$ cat config.mk
export PLATFORM = sky130hd
export DESIGN_NAME = copro_result_buffer
export DESIGN_NICKNAME = d
export VERILOG_FILES = /design/src/rtl/copro_result_buffer_pkg.sv /design/src/rtl/copro_result_fifo.sv /design/src/rtl/copro_result_buffer.sv
export SDC_FILE = /design/constraint.sdc
export NUM_CORES = 1
export LEC_CHECK = 0
export CAP_MARGIN = 25
export CORE_MARGIN = 1.5
export CORE_UTILIZATION = 56
export CTS_CLUSTER_SIZE = 24
export DETAILED_ROUTE_END_ITERATION = 16
export GPL_TIMING_DRIVEN = 0
export PLACE_DENSITY = 0.92
export SLEW_MARGIN = 20
export SYNTH_ARGS = -nofsm -noshare
export SYNTH_HDL_FRONTEND = slang
export SYNTH_SLANG_ARGS = --single-unit
export TNS_END_PERCENT = 50
$ cat constraint.sdc
create_clock -name clk_i -period 2.9 [get_ports clk_i]
set_clock_uncertainty 0.05 [all_clocks]
set_input_delay 0.58 -clock clk_i [delete_from_list [all_inputs] [get_ports clk_i]]
set_output_delay 0.58 -clock clk_i [all_outputs]
set_load 0.02 [all_outputs]
$ cat src/rtl/copro_result_buffer_pkg.sv
// Shared constants and helpers for the coprocessor result stage.
// No logic of its own; sizes counters and the register-address field.
// Imported by the result FIFO and the result buffer top.
package copro_result_buffer_pkg;

    // Destination register address width (x0..x31)
    localparam int unsigned RegAddrW = 5;

    // Default result data width
    localparam int unsigned DefXlen = 32;

    // Occupancy counters need one extra bit so that "full" (== Depth) is representable
    function automatic int unsigned cnt_width(input int unsigned depth);
        return $clog2(depth) + 1;
    endfunction

endpackage

$ cat src/rtl/copro_result_fifo.sv
// Depth-entry circular FIFO holding coprocessor result entries.
// Latency: a push is visible at head_o the cycle after the write edge; no bypass.
// Backpressure: a push while full is ignored unless a pop happens in the same cycle.
module copro_result_fifo
    import copro_result_buffer_pkg::*;
#(
    parameter type         entry_t = logic,
    parameter int unsigned Depth   = 4,
    localparam int unsigned PtrW   = $clog2(Depth),
    localparam int unsigned CntW   = cnt_width(Depth)
) (
    input  logic            clk_i,
    input  logic            rst_ni,
    input  logic            push_i,
    input  entry_t          push_data_i,
    input  logic            pop_i,
    output entry_t          head_o,
    output logic            full_o,
    output logic            empty_o,
    output logic [CntW-1:0] count_o
);

    entry_t            mem_q [Depth];
    logic [PtrW-1:0]   wr_ptr_q;
    logic [PtrW-1:0]   rd_ptr_q;
    logic [CntW-1:0]   count_q;
    logic              pop_ok;
    logic              push_ok;

    assign full_o  = (count_q == CntW'(Depth));
    assign empty_o = (count_q == '0);
    assign count_o = count_q;
    assign head_o  = mem_q[rd_ptr_q];

    // A full FIFO still accepts a push when the head leaves in the same cycle
    assign pop_ok  = pop_i & ~empty_o;
    assign push_ok = push_i & (~full_o | pop_ok);

    // Storage: write at wr_ptr; cleared on reset so stale data never leaks out
    always_ff @(posedge clk_i or negedge rst_ni) begin
        if (!rst_ni) begin
            for (int i = 0; i < int'(Depth); i++) begin
                mem_q[i] <= '0;
            end
        end else if (push_ok) begin
            mem_q[wr_ptr_q] <= push_data_i;
        end
    end

    // Pointers wrap naturally because Depth is a power of two
    always_ff @(posedge clk_i or negedge rst_ni) begin
        if (!rst_ni) begin
            wr_ptr_q <= '0;
            rd_ptr_q <= '0;
        end else begin
            if (push_ok) wr_ptr_q <= wr_ptr_q + PtrW'(1);
            if (pop_ok)  rd_ptr_q <= rd_ptr_q + PtrW'(1);
        end
    end

    // Occupancy: simultaneous push and pop leaves the count unchanged
    always_ff @(posedge clk_i or negedge rst_ni) begin
        if (!rst_ni) begin
            count_q <= '0;
        end else begin
            case ({push_ok, pop_ok})
                2'b10:   count_q <= count_q + CntW'(1);
                2'b01:   count_q <= count_q - CntW'(1);
                default: count_q <= count_q;
            endcase
        end
    end

endmodule

$ cat src/rtl/copro_result_buffer.sv
// Buffers ALU result beats and presents them on the CV-X-IF result channel; runs issue credits.
// Latency: beat at cycle N appears on result_valid_o at N+1; no bypass path.
// Backpressure: result_ready_i stalls the head; ALU cannot stall, so beats arriving while full are dropped and flagged.
module copro_result_buffer
    import copro_result_buffer_pkg::*;
#(
    parameter int unsigned  XLEN     = DefXlen,
    parameter int unsigned  Depth    = 4,
    parameter type          hartid_t = logic,
    parameter type          id_t     = logic,
    localparam int unsigned CntW     = cnt_width(Depth)
) (
    input  logic                clk_i,
    input  logic                rst_ni,
    // Issue-side credits
    input  logic                alloc_i,
    output logic                space_avail_o,
    // ALU result beat
    input  logic                alu_valid_i,
    input  logic [XLEN-1:0]     alu_result_i,
    input  hartid_t             alu_hartid_i,
    input  id_t                 alu_id_i,
    input  logic [RegAddrW-1:0] alu_rd_i,
    input  logic                alu_we_i,
    // CV-X-IF result channel
    output logic                result_valid_o,
    input  logic                result_ready_i,
    output logic [XLEN-1:0]     result_data_o,
    output hartid_t             result_hartid_o,
    output id_t                 result_id_o,
    output logic [RegAddrW-1:0] result_rd_o,
    output logic                result_we_o,
    // Status
    output logic [CntW-1:0]     count_o,
    output logic                overflow_o
);

    typedef struct packed {
        logic [XLEN-1:0]     data;
        hartid_t             hartid;
        id_t                 id;
        logic [RegAddrW-1:0] rd;
        logic                we;
    } copro_result_t;

    copro_result_t     push_entry;
    copro_result_t     head_entry;
    copro_result_t     out_entry;
    logic              fifo_full;
    logic              fifo_empty;
    logic              pop;
    logic [CntW-1:0]   count;
    logic [CntW-1:0]   reserved_q;
    logic [CntW:0]     occupancy;
    logic              credit_inc;
    logic              credit_dec;
    logic              overflow_q;

    assign push_entry = '{data:   alu_result_i,
                          hartid: alu_hartid_i,
                          id:     alu_id_i,
                          rd:     alu_rd_i,
                          we:     alu_we_i};

    assign result_valid_o = ~fifo_empty;
    assign pop            = result_valid_o & result_ready_i;

    copro_result_fifo #(
        .entry_t (copro_result_t),
        .Depth   (Depth)
    ) u_fifo (
        .clk_i       (clk_i),
        .rst_ni      (rst_ni),
        .push_i      (alu_valid_i),
        .push_data_i (push_entry),
        .pop_i       (pop),
        .head_o      (head_entry),
        .full_o      (fifo_full),
        .empty_o     (fifo_empty),
        .count_o     (count)
    );

    assign count_o = count;

    // Head fields are forced to zero whenever nothing is being offered
    always_comb begin
        out_entry = '0;
        if (result_valid_o) out_entry = head_entry;
    end

    assign result_data_o   = out_entry.data;
    assign result_hartid_o = out_entry.hartid;
    assign result_id_o     = out_entry.id;
    assign result_rd_o     = out_entry.rd;
    assign result_we_o     = out_entry.we;

    // Space is derived from registered state only, so issue_ready has no path from this cycle's inputs
    assign occupancy     = {1'b0, count} + {1'b0, reserved_q};
    assign space_avail_o = (occupancy < (CntW+1)'(Depth));

    // An alloc without space is ignored; a beat only retires a credit if one is outstanding
    assign credit_inc = alloc_i & space_avail_o;
    assign credit_dec = alu_valid_i & (reserved_q != '0);

    // Reservation counter: alloc and beat in the same cycle cancel
    always_ff @(posedge clk_i or negedge rst_ni) begin
        if (!rst_ni) begin
            reserved_q <= '0;
        end else if (credit_inc && !credit_dec) begin
            reserved_q <= reserved_q + CntW'(1);
        end else if (credit_dec && !credit_inc) begin
            reserved_q <= reserved_q - CntW'(1);
        end
    end

    // Sticky overflow: a beat arrived while full and the head did not leave
    always_ff @(posedge clk_i or negedge rst_ni) begin
        if (!rst_ni) begin
            overflow_q <= 1'b0;
        end else if (alu_valid_i && fifo_full && !pop) begin
            overflow_q <= 1'b1;
        end
    end

    assign overflow_o = overflow_q;

endmodule
==> metrics.yaml, run 1 <==
outcome: "complete, no violations"
grt_overflow_total: 0
drc_errors: 0
synth_cells: 490
hpwl_um: 10640
h-tree-depth: 4
async_flop_share_pct: 100.0
worst_ep_required_time_ns: 2.27
drt-initial-drc-count: 175
clkSlewWorstSetupHoldPaths_ns: 0.07
fp.dieH_um: 121.5
core-area_sq_mm: 0.01377
worstSetupStartpointType: "register"
endpoint_kind: "primary output"
nets: 654
synth_area_sq_mm: 0.007868
clock.fmax_ghz: 0.3533
grtUsageMet1_pct: 30.69
rsz0062_at_grt: "false"
hold_path_class: "in -> async"
antenna_left: 0
startpoint: "u_fifo.rd_ptr_q[0]"
synthSimpleGateAreaFrac_pct: 4.501
start_util_pct: 57.12
critPathSlowestCell: "clkdlybuf4s50_1"
r2r_end: "reserved_q[2]"
maxCapViolations: 0
first_global_vias: 5120
diodes: 0
clock-sinks: 171
worstRegToRegCells: 10
met3_usage_pct: 4.635
placed_cell_area_sq_mm: 0.009032
critPathBufInv: 2
antenna_found_initial: 0
critPathTopFamily: "buffers and inverters"
synth_fa_ha_area_share_pct: 1.781
cp_max_fo: 6
ctsLongestPathBuffers: 2
finalHoldViolations: 0
synth-compound-area-share_pct: 0.1908
ys_ff_latch: 171
cp_slowest_stage_delay_ns: 0.54
post-route-period-util_pct: 97.61
finalWirelength_um: 15960
use_met2_pct: 39.69
place_ws_ns: -0.07678
die_x_um: 121.5
cts_buffers: 17
slew_headroom_pct: 64.01
grt-busiest-layer: "met2"
reg2reg_slack_ns: 0.32
fin_crit_ns: 2.831
vias: 4503
std_cell_rows: 43
via_per_inst: 5.686
slew_violations: 0
fin_util_pct: 70.27
synth_top_family_by_area: "multiplexers"
grt_max_degree: 102
cts_tree: "built"
worst_slack_ns: 0.06919
io_pins: 91
synth_edf_count: 0
synthMuxAreaShare_pct: 34.76
critPathKind: "reg -> out"
io_buffers: 90
crit_chain: "buf_4, mux4_2, and2_1, clkdlybuf4s50_1"
yosysWarnings: 0
synth_ff_type: "dfrtp_1"
leakage_nw: 4.114
ys_seq_area_share_pct: 54.39
drive_gt1_share_pct: 43.79
peakVddDrop_mv: 0.7819
dieArea_sq_mm: 0.01477
worstMarginPinSlew_ns: 0.5399
insertion_delay_ns: 0.42
globalRouteTotalUtil_pct: 23.79
p_per_area_mw_per_mm2: 1329
setup_tns_ns: 0
setup_violations: 0
wl_per_cell_um: 20.15
synth-xor-area-share_pct: 1.002
area_delta_synth_final_pct: 23.01
grt_pass1_wl_um: 26290
avgSynthCellArea_sq_um: 16.06
finalNonFillerCells: 792
gp_congestion: 0.7677
root_buffer: "clkbuf_16"
fin_area_sq_mm: 0.009678
synth_cell_types: 24
r2r_start: "u_fifo.count_o[1]"
drt_pass1_iterations: 4
placed_cells: 761
worstPathArrival_ns: 2.20
synthesis.nets: 545
metal layers:
| layer | vias up | wire (um) |
|---|---|---|
| met5 | - | 0 |
| met4 | 0 | 410 |
| met3 | 33 | 638 |
| met2 | 118 | 8132 |
| met1 | 2363 | 6777 |
| li1 | 1989 | - |
state kept, by name (all words and copies together), names as in the netlist:
| register | cells |
|---|---|
| overflow_o | 1 |
| reserved_q | 3 |
| u_fifo.count_o | 3 |
| u_fifo.mem_q | 160 |
| u_fifo.rd_ptr_q | 2 |
| u_fifo.wr_ptr_q | 2 |
cells in the final DEF, fill, tap and decap left out:
| master | count |
|---|---|
| bufinv_16 | 4 |
| nand3_1 | 1 |
| nor4b_4 | 1 |
| nand2b_1 | 1 |
| clkinv_4 | 1 |
| fa_1 | 2 |
| nor4_2 | 1 |
| clkinvlp_4 | 3 |
| inv_1 | 6 |
| o31ai_1 | 1 |
| xor2_1 | 5 |
| buf_2 | 1 |
| a21o_1 | 1 |
| buf_6 | 17 |
| clkbuf_2 | 4 |
| buf_4 | 4 |
| nand2_1 | 4 |
| nor2_1 | 6 |
| dlymetal6s2s_1 | 2 |
| clkdlybuf4s50_1 | 48 |
| and3_1 | 1 |
| mux4_2 | 40 |
| or3_4 | 1 |
| buf_16 | 1 |
| clkinv_2 | 3 |
| ha_1 | 8 |
| dlygate4sd2_1 | 39 |
| buf_8 | 4 |
| clkbuf_1 | 1 |
| clkbuf_8 | 1 |
| inv_6 | 3 |
| xnor2_1 | 4 |
| clkbuf_16 | 17 |
| dfrtp_1 | 171 |
| and2_1 | 42 |
| mux2i_1 | 1 |
| mux2_2 | 162 |
cell families after synthesis:
logic type	Yosys count
compound gates	2
buf+inv	37
xor+xnor	9
fa+ha+maj	10
flops	171
mux	203
simple gates	58
cell usage after synthesis, drive strengths merged, types with 2 or more instances:
library cell | count | area [sq um]
clkbuf | 6 | 22.52
nor2 | 6 | 22.52
fa | 2 | 40.04
mux4 | 40 | 900.9
buf | 25 | 220.2
xnor2 | 4 | 35.03
mux2 | 162 | 1824
dfrtp | 171 | 4279
nand2 | 4 | 15.01
and2 | 42 | 262.8
xor2 | 5 | 43.79
inv | 6 | 22.52
ha | 8 | 100.1
what timing repair did:
action,4_1_cts,5_1_grt
endpoints found under the hold margin,0,0
setup endpoints to repair,41,2
hold buffers,0,0
setup buffers,0,0
resized for setup,63,2
per-stage QoR:
| step | hold WS [ns] | power [mW] |
|---|---|---|
| global placement | 0.4161 | 10.50 |
| detailed placement | 0.4138 | 10.83 |
| global route | 0.08354 | 13.56 |
| CTS | 0.06915 | 12.96 |
| floorplan | 0.2344 | 8.506 |
| finish | 0.04539 | 12.86 |
worst max path at each step:
stage	slack (ns)	end	cells past startpoint
2_1_floorplan	0.18	reserved_q[2]	10
3_3_place_gp	-5.03	u_fifo.mem_q[134]	1
3_5_place_dp	-0.08	u_fifo.count_o[2]	9
4_1_cts	-0.12	result_data_o[5]	5
5_1_grt	0.007	result_data_o[12]	5
6_report	0.07	result_data_o[31]	4
where the power goes:
group          leakage [nW]  total (mW)  switching [mW]  internal, mW
clock network         0.303        2.42           0.950          1.47
registers              2.02        4.32           0.693          3.63
logic                  1.79        6.12            2.72          3.40
final cells by class:
| class | count | area (sq um) |
|---|---|---|
| Clock buffer | 18 | 439.2 |
| Buffer | 30 | 295.3 |
| Inverter | 6 | 22.52 |
| Clock inverter | 14 | 192.7 |
| Fill cell | 913 | 4095 |
| Timing Repair Buffer | 91 | 889.6 |
| Sequential cell | 171 | 4279 |
| Tap cell | 180 | 225.2 |
| Multi-Input combinational cell | 282 | 3334 |
(Power assumes the default switching activity.)
==> inputs of run 2 (changes only) <==
--- a/config.mk
+++ b/config.mk
@@ -5,6 +5,7 @@
 export SDC_FILE = /design/constraint.sdc
 export NUM_CORES = 1
 export LEC_CHECK = 0
+export ABC_CLOCK_PERIOD_IN_PS = 2900
 export CAP_MARGIN = 25
 export CORE_MARGIN = 1.5
 export CORE_UTILIZATION = 56
==> results of run 2 <==
Same layout as run 1: the final DEF is identical, and so are final timing and power.
==> inputs of run 3 (changes only) <==
--- a/config.mk
+++ b/config.mk
@@ -5,10 +5,11 @@
 export SDC_FILE = /design/constraint.sdc
 export NUM_CORES = 1
 export LEC_CHECK = 0
-export ABC_CLOCK_PERIOD_IN_PS = 2900
+export ABC_CLOCK_PERIOD_IN_PS = 2630
 export CAP_MARGIN = 25
 export CORE_MARGIN = 1.5
 export CORE_UTILIZATION = 56
+export CTS_CLUSTER_DIAMETER = 80
 export CTS_CLUSTER_SIZE = 24
 export DETAILED_ROUTE_END_ITERATION = 16
 export GPL_TIMING_DRIVEN = 0
==> constraint.sdc (replaced) <==
create_clock -name clk_i -period 2.63 [get_ports clk_i]
set_clock_uncertainty 0.05 [all_clocks]
set_input_delay 0.526 -clock clk_i [delete_from_list [all_inputs] [get_ports clk_i]]
set_output_delay 0.526 -clock clk_i [all_outputs]
set_load 0.02 [all_outputs]
==> run 3 against run 2 <==
Against the previous run:
- clock power is essentially flat
- register-to-register slack lost 0.18 ns
- global-route usage grew 0.53 points
- non-clock buffer count grew 4
- die area is the same
- setup slack lost 0.027 ns
- combinational power grew 10%
- sequential cell count is the same
- count of clock-buffer cells in the layout grew 5
- final area shrank 1.2%
- sequential power grew 11%
- largest cell class unchanged
- largest power group unchanged
- highest routed layer unchanged
==> metrics.yaml, run 3 (same netlist as run 1, synthesis figures left out) <==
die_x_um: 121.5  # unchanged
cts_tree: "built"  # unchanged
worst_ep_required_time_ns: 2.05  # was 2.27 ns
worstSetupStartpointType: "register"  # unchanged
fin_util_pct: 69.46  # was 70.27%
globalRouteTotalUtil_pct: 24.32  # was 23.79%
grt_overflow_total: 0  # unchanged
clkSlewWorstSetupHoldPaths_ns: 0.06  # was 0.07 ns
multi_input_area_sq_mm: 0.003353  # was 0.003334 sq mm
fillCellCount: 907  # was 913
layout_common_cells: "dfrtp_1 (169), mux2_2 (162), clkdlybuf4s50_1 (47)"  # was dfrtp_1 (171), mux2_2 (162), clkdlybuf4s50_1 (48)
drc_errors: 0  # unchanged
internal_power_mw: 9.186  # was 8.496 mW
h-tree-depth: 4  # unchanged
outcome: "complete, no violations"  # unchanged
std_cell_rows: 43  # unchanged
final_common_cell: "dfrtp_1"  # unchanged
dieArea_sq_mm: 0.01477  # unchanged
io_buffers: 90  # unchanged
fin_crit_ns: 2.588
worstPathArrival_ns: 2.01  # was 2.20 ns
io_pins: 91  # unchanged
antenna_left: 0  # unchanged
placed_cell_area_sq_mm: 0.009041  # was 0.009032 sq mm
slew_headroom_pct: 52.42  # was 64.01%
largest_register_ffs: 160  # unchanged
worstMarginPinSlew_ns: 0.7137  # was 0.5399 ns
cp_max_fo: 9  # was 6
netSwitchingPower_mw: 4.772  # was 4.365 mW
first_global_vias: 5107  # was 5120
combPwrFrac_pct: 48.4  # was 47.6%
clock-sinks: 171  # unchanged
via_per_inst: 5.742  # was 5.686
maxCapViolations: 0  # unchanged
ctsLongestPathBuffers: 2  # unchanged
clock.fmax_ghz: 0.3864
finalHoldViolations: 0  # unchanged
critPathKind: "reg -> out"  # unchanged
power_frac_seq_pct: 34.3  # was 33.6%
endpoint_kind: "primary output"  # unchanged
core-area_sq_mm: 0.01377  # unchanged
ctsHoldBuffers: 0  # unchanged
seq_area_sq_mm: 0.004282  # was 0.004279 sq mm
gp_congestion: 0.7824  # was 0.7677
hpwl_um: 10730  # was 10640 um
grt_pass1_wl_um: 26770  # was 26290 um
power_frac_clock_pct: 17.3  # was 18.8%
nets: 658  # was 654
start_util_pct: 57.12  # unchanged
grt_max_degree: 99  # was 102
post-route-period-util_pct: 98.39
drt_pass1_iterations: 4  # unchanged
cts_buffers: 17  # unchanged
wl_per_cell_um: 20.36  # was 20.15 um
fin_area_sq_mm: 0.009567  # was 0.009678 sq mm
setup_violations: 0  # unchanged
hold_path_class: "in -> async"  # unchanged
top_register: "u_fifo.mem_q"  # unchanged
drive_gt1_share_pct: 50.65  # was 43.79%
diodes: 0  # unchanged
insertion_delay_ns: 0.42  # about the same
vias: 4559  # was 4503
drt-initial-drc-count: 202  # was 175
p_per_area_mw_per_mm2: 1459  # was 1329 mW/mm^2
finalWirelength_um: 16170  # was 15960 um
root_buffer: "clkbuf_16"  # unchanged
fp.dieH_um: 121.5  # unchanged
netSwitchingFraction_pct: 34.19  # was 33.94%
peakVddDrop_mv: 0.8378  # was 0.7819 mV
rsz0062_at_grt: "true"  # was false
slew_violations: 0  # unchanged
antenna_found_initial: 0  # unchanged
leakage_nw: 4.062  # was 4.114 nW
area_delta_synth_final_pct: 21.60  # was 23.01%
[run 3: power by group through the flow]
stage	Sequential (mW)	Combinational, mW	Clock [mW]
2_1_floorplan	4.54	4.87	0
4_1_cts	4.78	7.12	2.45
3_5_place_dp	4.80	7.19	0
5_1_grt	4.95	7.26	2.56
6_report	4.79	6.76	2.41
3_3_place_gp	4.62	6.98	0
[run 3: stage by stage]
stage | total power [mW] | instances | TNS, ns | hold WS, ns | setup WS, ns
global placement | 11.60 | 760 | -898.41 | 0.4217 | -5.226
CTS | 14.34 | 792 | 0 | 0.08700 | 0.0007858
global route | 14.77 | 794 | -0.09330 | 0.1303 | -0.03034
detailed placement | 11.98 | 761 | -8.054 | 0.4233 | -0.3548
floorplan | 9.410 | 490 | 0 | 0.1804 | 0.04820
finish | 13.96 | 794 | 0 | 0.07263 | 0.04222
[run 3: timing repair]
item / 4_1_cts / 5_1_grt
setup endpoints to repair: 42 / 36
buffers inserted: 3 / 2
pin swaps: 0 / 1
gates resized for setup: 154 / 36
[run 3: cell type report]
| type | count | share of cell area (%) |
|---|---|---|
| sequential | 171 | 44.76 |
| buffer | 29 | 3.453 |
| tap | 180 | 2.354 |
| clock buffer | 23 | 4.996 |
| clock inverter | 7 | 0.9547 |
| timing repair buffer | 96 | 8.200 |
| inverter | 6 | 0.2354 |
| multi-input combinational | 282 | 35.05 |
[run 3: critical path: stages, from the launching register on]
cell,delay [ns]
dfrtp_1,0.35
buf_6,0.17
buf_12,0.16
buf_4,0.12
mux4_2,0.47
and2_1,0.16
buf_2,0.15
[run 3: worst paths after layout]
path	slack, ns	endpoint	depth (start not counted)	startpoint
setup / recovery	0.04	result_data_o[28]	6	u_fifo.rd_ptr_q[0]
hold / removal	0.07	u_fifo.mem_q[158]	1	rst_ni
setup reg to reg	0.14	reserved_q[2]	10	u_fifo.count_o[1]
hold reg to reg	0.45	u_fifo.mem_q[140]	1	u_fifo.mem_q[140]
max in group asynchronous	1.66	u_fifo.count_o[1]	2	rst_ni
min in group clk_i	0.45	u_fifo.mem_q[140]	1	u_fifo.mem_q[140]
[run 3: layer usage]
layer  part of all wire [%]  up-vias  global-route usage (%)
met1                     43     2434                   31.65
met3                    3.9       25                   5.337
met2                     51      105                   40.50
met5                      0        -                       0
met4                    1.7        0                   8.971
li1                       -     1995                       -
